$ cat config.mk
export PLATFORM = sky130hd
export DESIGN_NAME = itch_tx_frame_builder
export DESIGN_NICKNAME = d
export VERILOG_FILES = /design/src/rtl/itch_pkg.sv /design/src/rtl/ipv4_hdr_csum.sv /design/src/rtl/itch_tx_frame_builder.sv
export SDC_FILE = /design/constraint.sdc
export NUM_CORES = 1
export LEC_CHECK = 0
export CAP_MARGIN = 20
export CORE_AREA = 2 2 260 262
export CTS_CLUSTER_SIZE = 25
export DETAILED_ROUTE_END_ITERATION = 10
export DIE_AREA = 0 0 262 264
export GPL_TIMING_DRIVEN = 0
export PLACE_DENSITY = 0.72
export RECOVER_POWER = 50
export SLEW_MARGIN = 20
export SYNTH_ARGS = -nofsm -noshare
export SYNTH_HDL_FRONTEND = slang
export SYNTH_SLANG_ARGS = --single-unit
$ cat constraint.sdc
create_clock -name clk -period 18.6 [get_ports clk]
set_input_delay 3.72 -clock clk [delete_from_list [all_inputs] [get_ports clk]]
set_output_delay 3.72 -clock clk [all_outputs]
set_load 0.005 [all_outputs]
$ cat src/rtl/itch_pkg.sv
// Shared types and constants for the ITCH/MoldUDP64 transmit frame builder.
// The header record is laid out in wire order: byte 0 occupies the top bits.
package itch_pkg;

  localparam int          HDR_BEATS  = 8;
  localparam logic [15:0] ETYPE_IPV4 = 16'h0800;
  localparam logic [7:0]  PROTO_UDP  = 8'h11;

  typedef enum logic [1:0] {IDLE, CSUM, HDR, PAYLOAD} state_t;

  typedef struct packed {
    logic [47:0] dMac;
    logic [47:0] sMac;
    logic [15:0] oTag;
    logic [15:0] eType;
    logic [3:0]  version;
    logic [3:0]  headerLength;
    logic [7:0]  tos;
    logic [15:0] totalLength;
    logic [15:0] id;
    logic [2:0]  flags;
    logic [12:0] fragOffset;
    logic [7:0]  ttl;
    logic [7:0]  protocol;
    logic [15:0] hdrChecksum;
    logic [31:0] srcIP;
    logic [31:0] dstIP;
    logic [15:0] srcPort;
    logic [15:0] dstPort;
    logic [15:0] udpLength;
    logic [15:0] udpChecksum;
    logic [79:0] sessionID;
    logic [63:0] sequenceNumber;
    logic [15:0] messageCount;
  } mold_hdr_t;

  function automatic logic [6:0] sat_inc(input logic [6:0] v);
    return (v == 7'd127) ? v : v + 7'd1;
  endfunction

endpackage

$ cat src/rtl/ipv4_hdr_csum.sv
// Combinational IPv4 header checksum over the 20-byte header.
// The checksum word (word 5) is treated as zero while summing.
module ipv4_hdr_csum (
  input  logic [159:0] hdr,
  output logic [15:0]  csum
);

  logic [19:0] sum;
  logic [16:0] fold1;
  logic [15:0] fold2;

  // NOTE: blocking assignments are correct inside always_comb; the loop
  // accumulates into sum within a single evaluation.
  always_comb begin
    sum = '0;
    for (int i = 0; i < 10; i++) begin
      if (i != 5) sum = sum + 20'(hdr[159-16*i -: 16]);
    end
    // Two end-around folds: the first carry can be up to 4 bits, the
    // second is at most one bit and cannot overflow again.
    fold1 = 17'(sum[15:0]) + 17'(sum[19:16]);
    fold2 = fold1[15:0] + 16'(fold1[16]);
    csum  = ~fold2;
  end

endmodule

$ cat src/rtl/itch_tx_frame_builder.sv
// Serialises a MoldUDP64 header record into 8 x 64-bit beats, then passes
// the ITCH payload straight through on the same stream.
module itch_tx_frame_builder
  import itch_pkg::*;
#(
  parameter bit CSUM_EN   = 1'b1,
  parameter int HDR_BEATS = itch_pkg::HDR_BEATS
) (
  input  logic         clk,
  input  logic         rst,
  input  logic [511:0] hdr_in,
  input  logic         hdr_valid,
  output logic         hdr_ready,
  input  logic [63:0]  pl_data,
  input  logic [7:0]   pl_keep,
  input  logic         pl_last,
  input  logic         pl_valid,
  output logic         pl_ready,
  output logic [63:0]  tx_data_net,
  output logic [7:0]   tx_keep,
  output logic         tx_last,
  output logic         tx_valid,
  input  logic         tx_ready,
  output logic [6:0]   beat_cnt
);

  state_t    state, state_nxt;
  mold_hdr_t hdr_reg;
  logic [HDR_BEATS-1:0][63:0] hdr_words;
  logic [2:0]  k;
  logic [15:0] csum;
  logic        hdr_accept;
  logic        tx_accept;
  logic        last_hdr_beat;
  logic        heartbeat;

  assign hdr_words     = hdr_reg;
  assign k             = beat_cnt[2:0];
  assign hdr_accept    = hdr_valid & hdr_ready;
  assign tx_accept     = tx_valid & tx_ready;
  assign last_hdr_beat = (k == 3'(HDR_BEATS - 1));
  assign heartbeat     = (hdr_reg.messageCount == 16'd0);

  // IPv4 header spans version .. dstIP, bytes 16..35 of the record.
  ipv4_hdr_csum u_csum (
    .hdr  (hdr_reg[383:224]),
    .csum (csum)
  );

  always_comb begin
    state_nxt   = state;
    hdr_ready   = 1'b0;
    pl_ready    = 1'b0;
    tx_valid    = 1'b0;
    tx_keep     = 8'h00;
    tx_last     = 1'b0;
    tx_data_net = 64'd0;
    case (state)
      IDLE: begin
        // Held low while rst is high so it only rises once reset releases.
        hdr_ready = ~rst;
        if (hdr_valid & ~rst) state_nxt = CSUM;
      end
      CSUM: state_nxt = HDR;
      HDR: begin
        tx_valid    = 1'b1;
        tx_keep     = 8'hFF;
        tx_data_net = hdr_words[3'(HDR_BEATS - 1) - k];
        tx_last     = last_hdr_beat & heartbeat;
        if (tx_ready & last_hdr_beat) state_nxt = heartbeat ? IDLE : PAYLOAD;
      end
      PAYLOAD: begin
        tx_valid    = pl_valid;
        tx_data_net = pl_data;
        tx_keep     = pl_keep;
        tx_last     = pl_last;
        pl_ready    = tx_ready;
        if (pl_valid & tx_ready & pl_last) state_nxt = IDLE;
      end
      default: state_nxt = IDLE;
    endcase
  end

  always_ff @(posedge clk or posedge rst) begin
    if (rst) begin
      state    <= IDLE;
      beat_cnt <= 7'd0;
    end else begin
      state <= state_nxt;
      if (hdr_accept)     beat_cnt <= 7'd0;
      else if (tx_accept) beat_cnt <= sat_inc(beat_cnt);
    end
  end

  // NOTE: the header register is pure datapath, always loaded before use,
  // so it carries no reset.
  always_ff @(posedge clk) begin
    if (hdr_accept)                  hdr_reg             <= hdr_in;
    else if (CSUM_EN && state == CSUM) hdr_reg.hdrChecksum <= csum;
  end

endmodule

# After elaboration in Yosys (flattened, before gate mapping)
# Cells that the tools add are included.
# W data, S select, Z words.
totals:
  output_inout_bits: 83
  input_bits: 590
  register_bits: 521
  elab_cells: 80
op_classes:
  n_bitwise: 9
  n_reduce_logical: 6
  addsub: 12
  mux: 18
  n_eq_ne: 9
  magnitude_cmp: 1
op_table:
  columns: ["operator", "count"]
  rows:
  - ["$bmux W64 S3", 1]
  - ["$add A20 B16 Y20", 7]
  - ["$pmux W64 S2", 1]
  - ["$mux W64", 1]
  - ["$mux W16", 2]
  - ["$mux W7", 3]
  - ["$add A16 B16 Y17", 1]
  - ["$add A16 B4 Y17", 1]
  - ["$add A16 B1 Y16", 1]
  - ["$logic_not A16 Y1", 1]
  - ["$not A16 Y16", 1]
  - ["$pmux W8 S2", 1]
  - ["$mux W2", 4]
  - ["$ne A2 B2 Y1 const B", 4]
  - ["$pmux W2 S4", 1]
  - ["$add A7 B1 Y7 const B", 1]
  - ["$and A1 B1 Y1", 7]
  - ["$eq A7 B7 Y1 const B", 1]
  - ["$eq A2 B2 Y1 const B", 2]
  - ["$lt A3 B4 Y1 const B", 1]
  - ["$pmux W1 S2", 2]
  - ["$reduce_bool A2 Y1", 2]
  - ["$eq A3 B3 Y1 const B", 1]
  - ["$reduce_and A3 Y1", 1]
  - ["other kinds (6)", 7]

# Logic depth before layout (Yosys ltp)
# Gate-level depths: netlist of the first run.
logic_depth:
  ltp_word: 13
  depth_mapped: 45
  depth_no_buf: 44

# Cells and area by module
# From an unflattened synthesis of the first run, not the netlist that was laid out.
hier_totals:
  hier_cells: 1499
  area_unflattened_um2: 24967.7
by_module_without_submodules:
  columns: ["module", "area_per_inst_um2", "cells_per_inst", "instances", "seq_area_each_um2"]
  rows:
  - ["itch_tx_frame_builder", 20524.7, 1008, 1, 15600.0]
  - ["ipv4_hdr_csum", 4443.0, 491, 1, 0.0]

# Worst setup path before layout of the first run
# Ideal clock, no wire load.
synth_timing:
  path_type: "in2reg"
  from: "input rst"
  to: "register hdr_reg[0] (netlist name), enable pin"
  setup_ns: 1.055
  arrival_time_ns: 18.227
  path_stages: 6
  required_ns: 17.545
  slack_ns: -0.682
  n_path_buf: 2
  path_cell_list: "inv_1 > nand2_1 > or3_1 > clkbuf_1 > inv_1 > clkbuf_1"
synth_via:
  elab_chain_cells: 3
synth_rtl:
  columns: ["element", "line_no", "text"]
  rows:
  - ["start: declaration", "itch_tx_frame_builder.sv:10", "input logic rst,"]
  - ["$not A1 Y1", "itch_tx_frame_builder.sv:61", "hdr_ready = ~rst;"]
  - ["$mux W1", "itch_tx_frame_builder.sv:58", "case (state)"]
  - ["$and A1 B1 Y1", "itch_tx_frame_builder.sv:39", "assign hdr_accept = hdr_valid & hdr_ready;"]
  - ["net hdr_accept", "itch_tx_frame_builder.sv:32", "logic hdr_accept;"]
  - ["end signal: assignment", "itch_tx_frame_builder.sv:98", "if (hdr_accept) hdr_reg <= hdr_in;"]
  - ["end: declaration", "itch_tx_frame_builder.sv:28", "mold_hdr_t hdr_reg;"]
# The timed path passes the listed nets, and every way through them passes these cells.
# A chain may end at the register's enable or synchronous reset.

# Worst setup path in the final report of the first run
layout_timing:
  from: "register hdr_reg[368] (netlist name)"
  to: "register hdr_reg[300] (netlist name), data pin"
layout_via:
  elab_chain_cells: 13
layout_rtl:
  columns: ["element", "line_no", "text"]
  rows:
  - ["$add A16 B16 Y17", "ipv4_hdr_csum.sv:17", "if (i != 5) sum = sum + 20'(hdr[159-16*i -: 16]);"]
  - ["$add A20 B16 Y20 (7 in a row)", "ipv4_hdr_csum.sv:17", null]
  - ["$add A16 B4 Y17", "ipv4_hdr_csum.sv:21", "fold1 = 17'(sum[15:0]) + 17'(sum[19:16]);"]
  - ["$add A16 B1 Y16", "ipv4_hdr_csum.sv:22", "fold2 = fold1[15:0] + 16'(fold1[16]);"]
  - ["$not A16 Y16", "ipv4_hdr_csum.sv:23", "csum = ~fold2;"]
  - ["$mux W16", "itch_tx_frame_builder.sv:99", "else if (CSUM_EN && state == CSUM) hdr_reg.hdrChecksum <= csum;"]
  - ["$mux W16", "itch_tx_frame_builder.sv:98", null]
# No other way between the ends. The select of a mux whose other input is x is not followed.

==> metrics, run 1 <==
Post-synth ARST share 1.727%; pwr/cell area 176.7 mW/mm^2; Overflow after GRT 0; CP max stage cell fa_1; Post-CTS Setup Repair Bufs 0; period utilisation layout 58.49%; first-pass GRT wire length 137,600 um; setup violators final 0; post-synth net total 2,386; failing checks max-capacitance violations, max-slew violations; Max H-tree Level 2; Max rail drop VDD 0.1342 mV; Largest register FFs 512; Critical Path RT 19,030 ps; Top Metal Used met5; post-route setup TNS 0 ps; Sink Count 521; die width 262 um; ys flop type edfxtp_1; worst slew pin tran 4680 ps; leak pwr 12.71 nW; die area 0.06917 mm^2; drt first pass iters 5; area delta synth->final 39.34%; total routed wirelength 101,300 um; port bufs 672; final worst slack 7721 ps; post-synth top area cell edfxtp_1; Die Y-Extent 264 um; CP Class reg -> reg; crit path DAT 11,300 ps; CTS buffer count 56; DP Cell Count 3,206; pre-CTS setup slack 7926 ps; worst setup path startpoint hdr_reg[368]$_DFFE_PP_; clock buffer depth 3; CTS tree done; Total Power 6.257 mW; post-CTS resize count 0; CTS hold repair buffers 0; CTS Root Cell clkbuf_16; post-synthesis sequential area ratio 61.39%; Mapped Avg Cell Area 15.36 um^2; Worst-path clk slew 60 ps; ranking of synthesized cells by area edfxtp_1 (61%), fa_1 (7.6%), mux4_2 (7.0%); fin. max-slew vios 84; number of global-route vias before repair 18,733; post-synth top area share 60.51%; drt via density 5.393; minimum clock period 10,880 ps; post-route insts no fill 3,359; Max Cap Viol 1; Hold Vio Cnt, Final 0; M1 wire length 39,040 um; gp weighted congestion 1.050; Mapped Area 0.02541 mm^2; largest net degree at the start of global routing 99; Detail Placement HPWL 81,050 um; layout cells sized above 1 12.23%; CP Max Fanout 8; HP Start beat_cnt[4]$_DFFE_PP0P_; clock latency on the worst-skew pair 630 ps; Fill cells 5,462; area of the multi-input gates 0.008922 mm^2; Max Clock Skew 28.94 ps; IO Count 673; wire length per cell 30.16 um; distinct cell type count after synthesis 73; worst r2r src hdr_reg[368]$_DFFE_PP_; Syn. warnings 0; startpoint types flip-flop; Rows 95; worst hold path type reg -> reg; CP endpoint kind flip-flop; Starting Density 38.17%; initial antenna violation count 74; drt first-iter violations 2,056; DRT antenna net count 0; final-stage net count 3,123; Slew HR -212.0%; fmax 91.92 MHz; met2 routed WL 50,490 um; max incr delay on CP 550 ps; register area 0.01560 mm^2; RSZ-0062 raised after global routing no; Total GRT Usage 28.72%; number of synthesized flops with an enable pin 512; cell mode on critical path fa_1; vias 18,116; Gate Count Post-Synth 1,654; synthesized flop and latch total 521; Core Area 0.06656 mm^2; routed length on met3 8037 um; outcome finished, violations left; DRC 0
## final timing paths
kind                                      endpoint  slack, ps  depth (start not counted)
max in group asynchronous  beat_cnt[0]$_DFFE_PP0P_      14600                          2
max                         hdr_reg[300]$_DFFE_PP_       7720                         45
min in group asynchronous     state[0]$_DFFE_PP0P_       3680                          2
min                        beat_cnt[4]$_DFFE_PP0P_        570                          2
min reg2reg                beat_cnt[4]$_DFFE_PP0P_        570                          2
max reg2reg                 hdr_reg[300]$_DFFE_PP_       7720                         45
## metrics by stage
step / instance area [um^2] / utilization (%) / hold slack, ps
6_report: 35410 / 53.19 / 565.9
5_1_grt: 35390 / 53.17 / 610.9
4_1_cts: 35320 / 53.07 / 568.0
3_5_place_dp: 33440 / 50.23 / 549.6
3_3_place_gp: 33230 / 49.92 / 553.7
2_1_floorplan: 25410 / - / 507.5
## critical path: cells and delay by family (launching register included)
family / cells / cell delay, ps
fa+ha+maj: 11 / 3970
simple gates: 15 / 2920
compound gates: 12 / 2540
buf+inv: 5 / 460
flops: 1 / 390
xor+xnor: 2 / 360
## metal layers
| layer | global-route usage, % | vias up |
|---|---|---|
| li1 | - | 7763 |
| met1 | 36.61 | 9150 |
| met2 | 48.48 | 1007 |
| met3 | 5.594 | 186 |
| met4 | 10.55 | 10 |
| met5 | 0 | - |
## cells by family (layout without fill, tap and decap cells)
logic type / Yosys count / after routing / synth area share, %
other: 0 / 50 / 0
XOR/XNOR: 45 / 45 / 1.581
buffers and inverters: 231 / 1013 / 3.491
AO/OA/AOI/OAI: 248 / 248 / 6.958
adder cells (fa/ha/maj): 142 / 142 / 9.858
multiplexers: 186 / 186 / 11.66
AND/OR/NAND/NOR: 281 / 281 / 5.057
flip-flops: 521 / 521 / 61.39
## layout make-up
| cell class | count | area share, % |
|---|---|---|
| Sequential cell | 521 | 44.06 |
| Antenna cell | 50 | 0.3534 |
| Timing Repair Buffer | 679 | 19.43 |
| Inverter | 154 | 1.633 |
| Multi-Input combinational cell | 902 | 25.20 |
| Clock inverter | 38 | 1.216 |
| Clock buffer | 65 | 4.110 |
| Buffer | 77 | 0.9118 |
| Tap cell | 873 | 3.085 |
## cells in the final DEF, fill, tap and decap left out, drive strengths merged, types with 6 or more instances in the layout
cell type	synthesis	routed
inv	153	156
nor4	11	11
buf	19	23
dfrtp	9	9
bufinv	0	8
o21a	15	15
nand3	14	14
a21o	9	9
diode	0	50
o211a	18	18
clkinv	1	27
o22ai	49	49
a31oi	6	6
xnor2	29	29
o21ai	37	37
fa	97	97
nand4	12	12
ha	45	45
and3	7	7
xor2	16	16
a21oi	27	27
a21boi	7	7
nand2	105	105
o31ai	51	51
mux2	90	90
dlygate4sd3	0	505
nand2b	6	6
nor2b	6	6
nor3	15	15
edfxtp	512	512
clkbuf	58	126
nor2	86	86
mux2i	17	17
mux4	79	79
clkdlybuf4s50	0	167
## power by group
group	leakage, nW	total [mW]	switching, mW	internal [mW]
registers	4.73	1.48	0.0462	1.44
logic	7.05	3.61	2.10	1.51
clock network	0.938	1.16	0.491	0.673
## Yosys cell counts (5+ instances only)
cell type	number
a21boi_0	5
a21o_1	8
a21oi_1	26
a31oi_1	6
and3_1	7
buf_1	13
clkbuf_1	58
dfrtp_1	9
edfxtp_1	512
fa_1	97
ha_1	45
inv_1	153
mux2_2	90
mux2i_1	17
mux4_2	79
nand2_1	105
nand2b_1	6
nand3_1	14
nand4_1	12
nor2_1	85
nor2b_1	6
nor3_1	15
nor4_1	9
o211a_1	18
o21a_1	15
o21ai_0	30
o21ai_1	7
o22ai_1	49
o31ai_1	51
xnor2_1	28
xor2_1	16
No activity file was read; power rests on OpenSTA's default activity.
==> inputs of run 2 (changes only) <==
--- a/config.mk
+++ b/config.mk
@@ -6,12 +6,12 @@
 export NUM_CORES = 1
 export LEC_CHECK = 0
 export CAP_MARGIN = 20
-export CORE_AREA = 2 2 260 262
+export CORE_AREA = 2 2 263 265
 export CTS_CLUSTER_SIZE = 25
 export DETAILED_ROUTE_END_ITERATION = 10
-export DIE_AREA = 0 0 262 264
+export DIE_AREA = 0 0 265 267
 export GPL_TIMING_DRIVEN = 0
-export PLACE_DENSITY = 0.72
+export PLACE_DENSITY = 0.73
 export RECOVER_POWER = 50
 export SLEW_MARGIN = 20
 export SYNTH_ARGS = -nofsm -noshare
==> constraint.sdc (replaced) <==
create_clock -name clk -period 9.5 [get_ports clk]
set_input_delay 1.9 -clock clk [delete_from_list [all_inputs] [get_ports clk]]
set_output_delay 1.9 -clock clk [all_outputs]
set_load 0.005 [all_outputs]
==> metrics, run 2 (synthesis gave the netlist of run 1 again) <==
outcome finished, violations left; failing checks max-capacitance violations, max-slew violations; CTS Root Cell clkbuf_16; largest net degree at the start of global routing 164 (+66%); Overflow after GRT 0 (unchanged); period utilisation layout 99.11% (+41 points); total routed wirelength 100,100 um (-1.1%); initial antenna violation count 44 (-41%); drt first-iter violations 1,955 (-4.9%); RSZ-0062 raised after global routing yes; leak pwr 12.95 nW (+1.8%); post-route insts no fill 3,386 (+0.80%); pwr/cell area 365.3 mW/mm^2 (+110%); Max H-tree Level 2 (unchanged); CTS tree done; final-stage net count 3,158 (+1.1%); startpoint types flip-flop; vias 18,154 (+0.21%); DRT antenna net count 0 (unchanged); drt via density 5.361 (-0.59%); clock latency on the worst-skew pair 640 ps (about the same); Starting Density 37.37% (-0.80 points); post-route setup TNS 0 ps (unchanged); Slew HR -46.02% (+170 points); Total Power 13.18 mW (+110%); DP Cell Count 3,214 (+0.25%); number of global-route vias before repair 18,696 (-0.20%); drt first pass iters 5 (unchanged); Hold Vio Cnt, Final 0 (unchanged); max incr delay on CP 570 ps (+20 ps); worst hold path type reg -> reg; CTS buffer count 57 (+1.8%); Total GRT Usage 27.52% (-1.2 points); CP endpoint kind flip-flop; Core Area 0.06799 mm^2 (+2.1%); die area 0.07076 mm^2 (+2.3%); Die Y-Extent 267 um (+1.1%); gp weighted congestion 0.9340 (-11%); leading cell type in the layout, fill and taps excluded edfxtp_1; CP Max Fanout 4 (-4); clock buffer depth 3 (unchanged); first-pass GRT wire length 135,800 um (-1.3%); commonest cells after routing, fill and taps aside edfxtp_1 (512), dlygate4sd3_1 (505), clkdlybuf4s50_1 (167); Fill cells 5,532 (+1.3%); fin. max-slew vios 17 (-80%); IO Count 673 (unchanged); fmax 106.2 MHz (+16%); Worst-path clk slew 60 ps (about the same); wire length per cell 29.58 um (-1.9%); cell mode on critical path fa_2; CP max stage cell fa_2; Largest register FFs 512 (unchanged); Max rail drop VDD 0.2939 mV (+120%); die width 265 um (+1.1%); Max Cap Viol 1 (unchanged); worst slew pin tran 2190 ps (-2490 ps); CP Class reg -> reg; area delta synth->final 42.00%; Critical Path RT 9860 ps (-9170 ps); DRC 0 (unchanged); layout cells sized above 1 16.08% (+3.8 points); Sink Count 521 (unchanged); Detail Placement HPWL 79,420 um (-2.0%); Max Clock Skew 26.94 ps (-1.991 ps); port bufs 672 (unchanged); setup violators final 0 (unchanged); crit path DAT 9780 ps (-1520 ps); Rows 96 (+1.1%); minimum clock period 9416 ps (-1463 ps)
-- run 2: cell count changes in the layout (fill, tap and decap cells not counted), moves of 6 or more --
cell	delta
a21oi_1	-6
clkinv_2	-13
clkinv_1	+9
xnor2_1	-7
xnor2_2	+6
ha_1	-11
diode_2	-15
buf_4	+38
ha_4	+9
o21ai_0	-6
inv_1	-6
inv_2	+6
-- run 2: path summary, 6_finish.rpt --
path	start	endpoint	slack [ps]	depth (start not counted)
worst max-delay path	hdr_reg[352]$_DFFE_PP_	hdr_reg[302]$_DFFE_PP_	80	44
worst min-delay path	beat_cnt[6]$_DFFE_PP0P_	beat_cnt[6]$_DFFE_PP0P_	540	2
min in group asynchronous	rst	beat_cnt[6]$_DFFE_PP0P_	1870	2
worst min register to register	beat_cnt[6]$_DFFE_PP0P_	beat_cnt[6]$_DFFE_PP0P_	540	2
max in group asynchronous	rst	state[1]$_DFFE_PP0P_	7340	2
worst max register to register	hdr_reg[352]$_DFFE_PP_	hdr_reg[302]$_DFFE_PP_	80	44
-- run 2: per-stage QoR --
stage               hold slack (ps)  worst slack, ps  area, um^2  util [%]
floorplan                     507.5            485.1       25410         -
finish                        537.8            84.33       36080     53.07
detailed placement            534.8            -1302       33410     49.15
CTS                           543.2          0.02576       35630     52.41
global route                  583.8           -285.8       36060     53.04
global placement              509.4            -1193       33240     48.90
-- run 2: final cells by class --
cell class              instances  area [um^2]  share of cell area (%)
plain buffers                  75        339.1                  0.9398
diodes                         35        87.58                  0.2427
clock buffers                  64         1453                   4.026
inverters                     154        578.1                   1.602
well taps                     882         1104                   3.059
repair buffers                715         7133                   19.77
multi-input cells             902         9379                   25.99
clock inverters                38        407.9                   1.130
flip-flops and latches        521        15600                   43.24
-- run 2: what timing repair did --
| item | 4_1_cts | 5_1_grt |
|---|---|---|
| buffers inserted | 23 | 14 |
| endpoints found under the hold margin | 0 | 0 |
| gates resized for setup | 43 | 55 |
| hold buffers | 0 | 0 |
| pin swaps | 23 | 61 |
| setup endpoints to repair | 15 | 11 |
-- run 2: power breakdown --
group          internal (mW)  switching [mW]
Combinational           3.57            4.48
Clock                   1.27           0.956
Sequential              2.81          0.0886
-- run 2: routing by layer --
metal / global-route usage (%) / vias up / routed length, um
met2: 46.43 / 914 / 49640
met1: 34.86 / 9214 / 38610
met5: 0 / - / 52
met4: 10.26 / 8 / 3632
met3: 6.006 / 193 / 8206
li1: - / 7825 / -
-- run 2: critical path, delay by kind of cell (launching register included) --
kind	cells	cell delay [ps]
AO/OA/AOI/OAI	12	1790
XOR/XNOR	3	640
adder cells (fa/ha/maj)	11	3860
buffers and inverters	5	320
flip-flops	1	400
AND/OR/NAND/NOR	13	2130
==> inputs of run 3 (changes only) <==
--- a/config.mk
+++ b/config.mk
@@ -6,12 +6,15 @@
 export NUM_CORES = 1
 export LEC_CHECK = 0
 export CAP_MARGIN = 20
-export CORE_AREA = 2 2 263 265
+export CELL_PAD_IN_SITES_DETAIL_PLACEMENT = 1
+export CELL_PAD_IN_SITES_GLOBAL_PLACEMENT = 1
+export CORE_ASPECT_RATIO = 1.5
+export CORE_MARGIN = 2
+export CORE_UTILIZATION = 36
 export CTS_CLUSTER_SIZE = 25
 export DETAILED_ROUTE_END_ITERATION = 10
-export DIE_AREA = 0 0 265 267
 export GPL_TIMING_DRIVEN = 0
-export PLACE_DENSITY = 0.73
+export PLACE_DENSITY = 0.83
 export RECOVER_POWER = 50
 export SLEW_MARGIN = 20
 export SYNTH_ARGS = -nofsm -noshare
==> metrics, run 3 (synthesis gave the netlist of run 1 again) <==
Max rail drop VDD 0.2857 mV (-2.8%); final-stage net count 3,149 (-0.28%); port bufs 672 (unchanged); max incr delay on CP 620 ps (+50 ps); area of the multi-input gates 0.009324 mm^2 (-0.59%); Max Clock Skew 38.77 ps (+11.82 ps); pwr/cell area 362.6 mW/mm^2 (-0.74%); register area 0.01560 mm^2 (unchanged); pre-CTS setup slack -1448 ps (-146.3 ps); worst hold path type reg -> reg; DRT antenna net count 0 (unchanged); wire length per cell 32.15 um (+8.7%); CP endpoint kind flip-flop; gp weighted congestion 0.9375 (+0.37%); clock group share of total power 17.7% (+0.8 points); post-route insts no fill 3,413 (+0.80%); clock latency on the worst-skew pair 650 ps (about the same); CTS hold repair buffers 0 (unchanged); Area after DPL 0.03343 mm^2 (about the same); Comb pwr share 60.0% (-1.1 points); net switching power 5.538 mW (+0.30%); commonest cells after routing, fill and taps aside edfxtp_1 (512), dlygate4sd3_1 (505), clkdlybuf4s50_1 (167); first-pass GRT wire length 149,900 um (+10%); IO Count 673 (unchanged); delay-heaviest family, CP adder cells; CP Class reg -> reg; Core Area 0.06998 mm^2 (+2.9%); final std cell area, no fill 0.03605 mm^2 (about the same); RSZ-0062 raised after global routing yes; die width 220.9 um (-17%); area delta synth->final 41.88% (about the same); CTS Root Cell clkbuf_16; Worst-path clk slew 60 ps (about the same); worst slew pin tran 1385 ps (-805.4 ps); cell mode on critical path fa_2; vias 18,621 (+2.6%); drt first-iter violations 1,471 (-25%); Hold Vio Cnt, Final 0 (unchanged); minimum clock period 9465 ps (+49.52 ps); worst hold margin 553.4 ps (+15.59 ps); setup violators final 0 (unchanged); Rows 119 (+24%); initial antenna violation count 52 (+18%); DRC 0 (unchanged); period utilisation layout 99.63% (+0.52 points); Max H-tree Level 2 (unchanged); Flop pwr share 22.2% (+0.2 points); clock buffer depth 3 (unchanged); drt first pass iters 5 (unchanged); fin. max-slew vios 0 (-17); CTS buffer count 53 (-7.0%); worst path bufs/invs 5 (unchanged); Detail Placement HPWL 87,030 um (+9.6%); startpoint types flip-flop; Total GRT Usage 29.21% (+1.7 points); leak pwr 12.88 nW (-0.50%); Fill cells 6,895 (+25%); fmax 105.7 MHz (-0.52%); CP max stage cell fa_2; layout cells sized above 1 15.52% (-0.56 points); Max Cap Viol 0 (-1); Sink Count 521 (unchanged); Starting Density 36.31% (-1.1 points); drt via density 5.456 (+1.8%); largest net degree at the start of global routing 163 (-0.61%); crit path DAT 9820 ps (+40 ps); Critical Path RT 9860 ps (about the same); Net Sw Frac 42.37% (+0.47 points); Die Y-Extent 329.4 um (+23%); CTS tree done; Pint 7.532 mW (-1.6%); leading cell type in the layout, fill and taps excluded edfxtp_1; Slew HR 7.674% (+54 points); Overflow after GRT 0 (unchanged); number of global-route vias before repair 20,344 (+8.8%); DP Cell Count 3,238 (+0.75%); total routed wirelength 109,700 um (+9.6%); final worst slack 34.81 ps (-49.52 ps); die area 0.07277 mm^2 (+2.8%); outcome completed; CP Max Fanout 3 (-1); Largest register FFs 512 (unchanged)
-- run 3: changes by cell type in the layout (fill, tap and decap cells not counted), moves of 3 or more --
cell / before / now
clkbuf_1: 55 / 58
diode_2: 35 / 44
clkbuf_16: 58 / 55
clkinv_4: 3 / 0
buf_4: 38 / 31
xnor2_1: 21 / 24
clkinv_1: 15 / 11
bufinv_16: 6 / 11
-- run 3: layout make-up --
type | count | share of cell area (%)
Tap cell | 907 | 3.148
Inverter | 154 | 1.603
Buffer | 75 | 0.9301
Clock buffer | 61 | 3.821
Clock inverter | 39 | 1.419
Multi-Input combinational cell | 902 | 25.86
Timing Repair Buffer | 710 | 19.64
Antenna cell | 44 | 0.3054
Sequential cell | 521 | 43.27
-- run 3: worst paths after layout --
kind                                          from                       to  slack, ps  cells past startpoint
setup / recovery            hdr_reg[368]$_DFFE_PP_   hdr_reg[302]$_DFFE_PP_         30                     44
hold / removal             beat_cnt[6]$_DFFE_PP0P_  beat_cnt[6]$_DFFE_PP0P_        550                      2
setup reg to reg            hdr_reg[368]$_DFFE_PP_   hdr_reg[302]$_DFFE_PP_         30                     44
hold reg to reg            beat_cnt[6]$_DFFE_PP0P_  beat_cnt[6]$_DFFE_PP0P_        550                      2
max in group asynchronous                      rst  beat_cnt[5]$_DFFE_PP0P_       7440                      2
min in group asynchronous                      rst  beat_cnt[1]$_DFFE_PP0P_       1770                      2
-- run 3: per-stage QoR --
stage               power, mW  util (%)  TNS, ps
global route            13.76     51.49    -2381
finish                  13.07     51.52        0
floorplan               7.247         -        0
global placement        9.818     47.55   -10140
detailed placement      10.03     47.78   -14350
CTS                     12.63     50.96        0
-- run 3: tightest hold or removal path: stages (launching register included) --
cell	delay (ps)
dfrtp_1	370
a31oi_1	60
nor2_1	80
-- run 3: repair_timing --
action,4_1_cts,5_1_grt
buffers inserted,22,11
setup endpoints to repair,16,10
resized for setup,49,42
gates cloned,0,0
pin swaps,27,48
-- run 3: power groups by stage --
stage	Combinational, mW	Clock (mW)	Sequential (mW)
final	7.84	2.32	2.91
after floorplan	4.33	0	2.92
after global routing	8.42	2.43	2.92
after CTS	7.37	2.36	2.91
after global placement	6.84	0	2.98
after detailed placement	7.07	0	2.95
-- run 3: metal layers --
layer,track usage [%],part of all wire [%],up-vias,routed length (um)
met5,0,0.027,-,30
met4,16.01,5.6,6,6125
met3,4.799,5.7,257,6278
met2,52.81,53,973,58370
met1,32.88,35,9577,38920
li1,-,-,7808,-
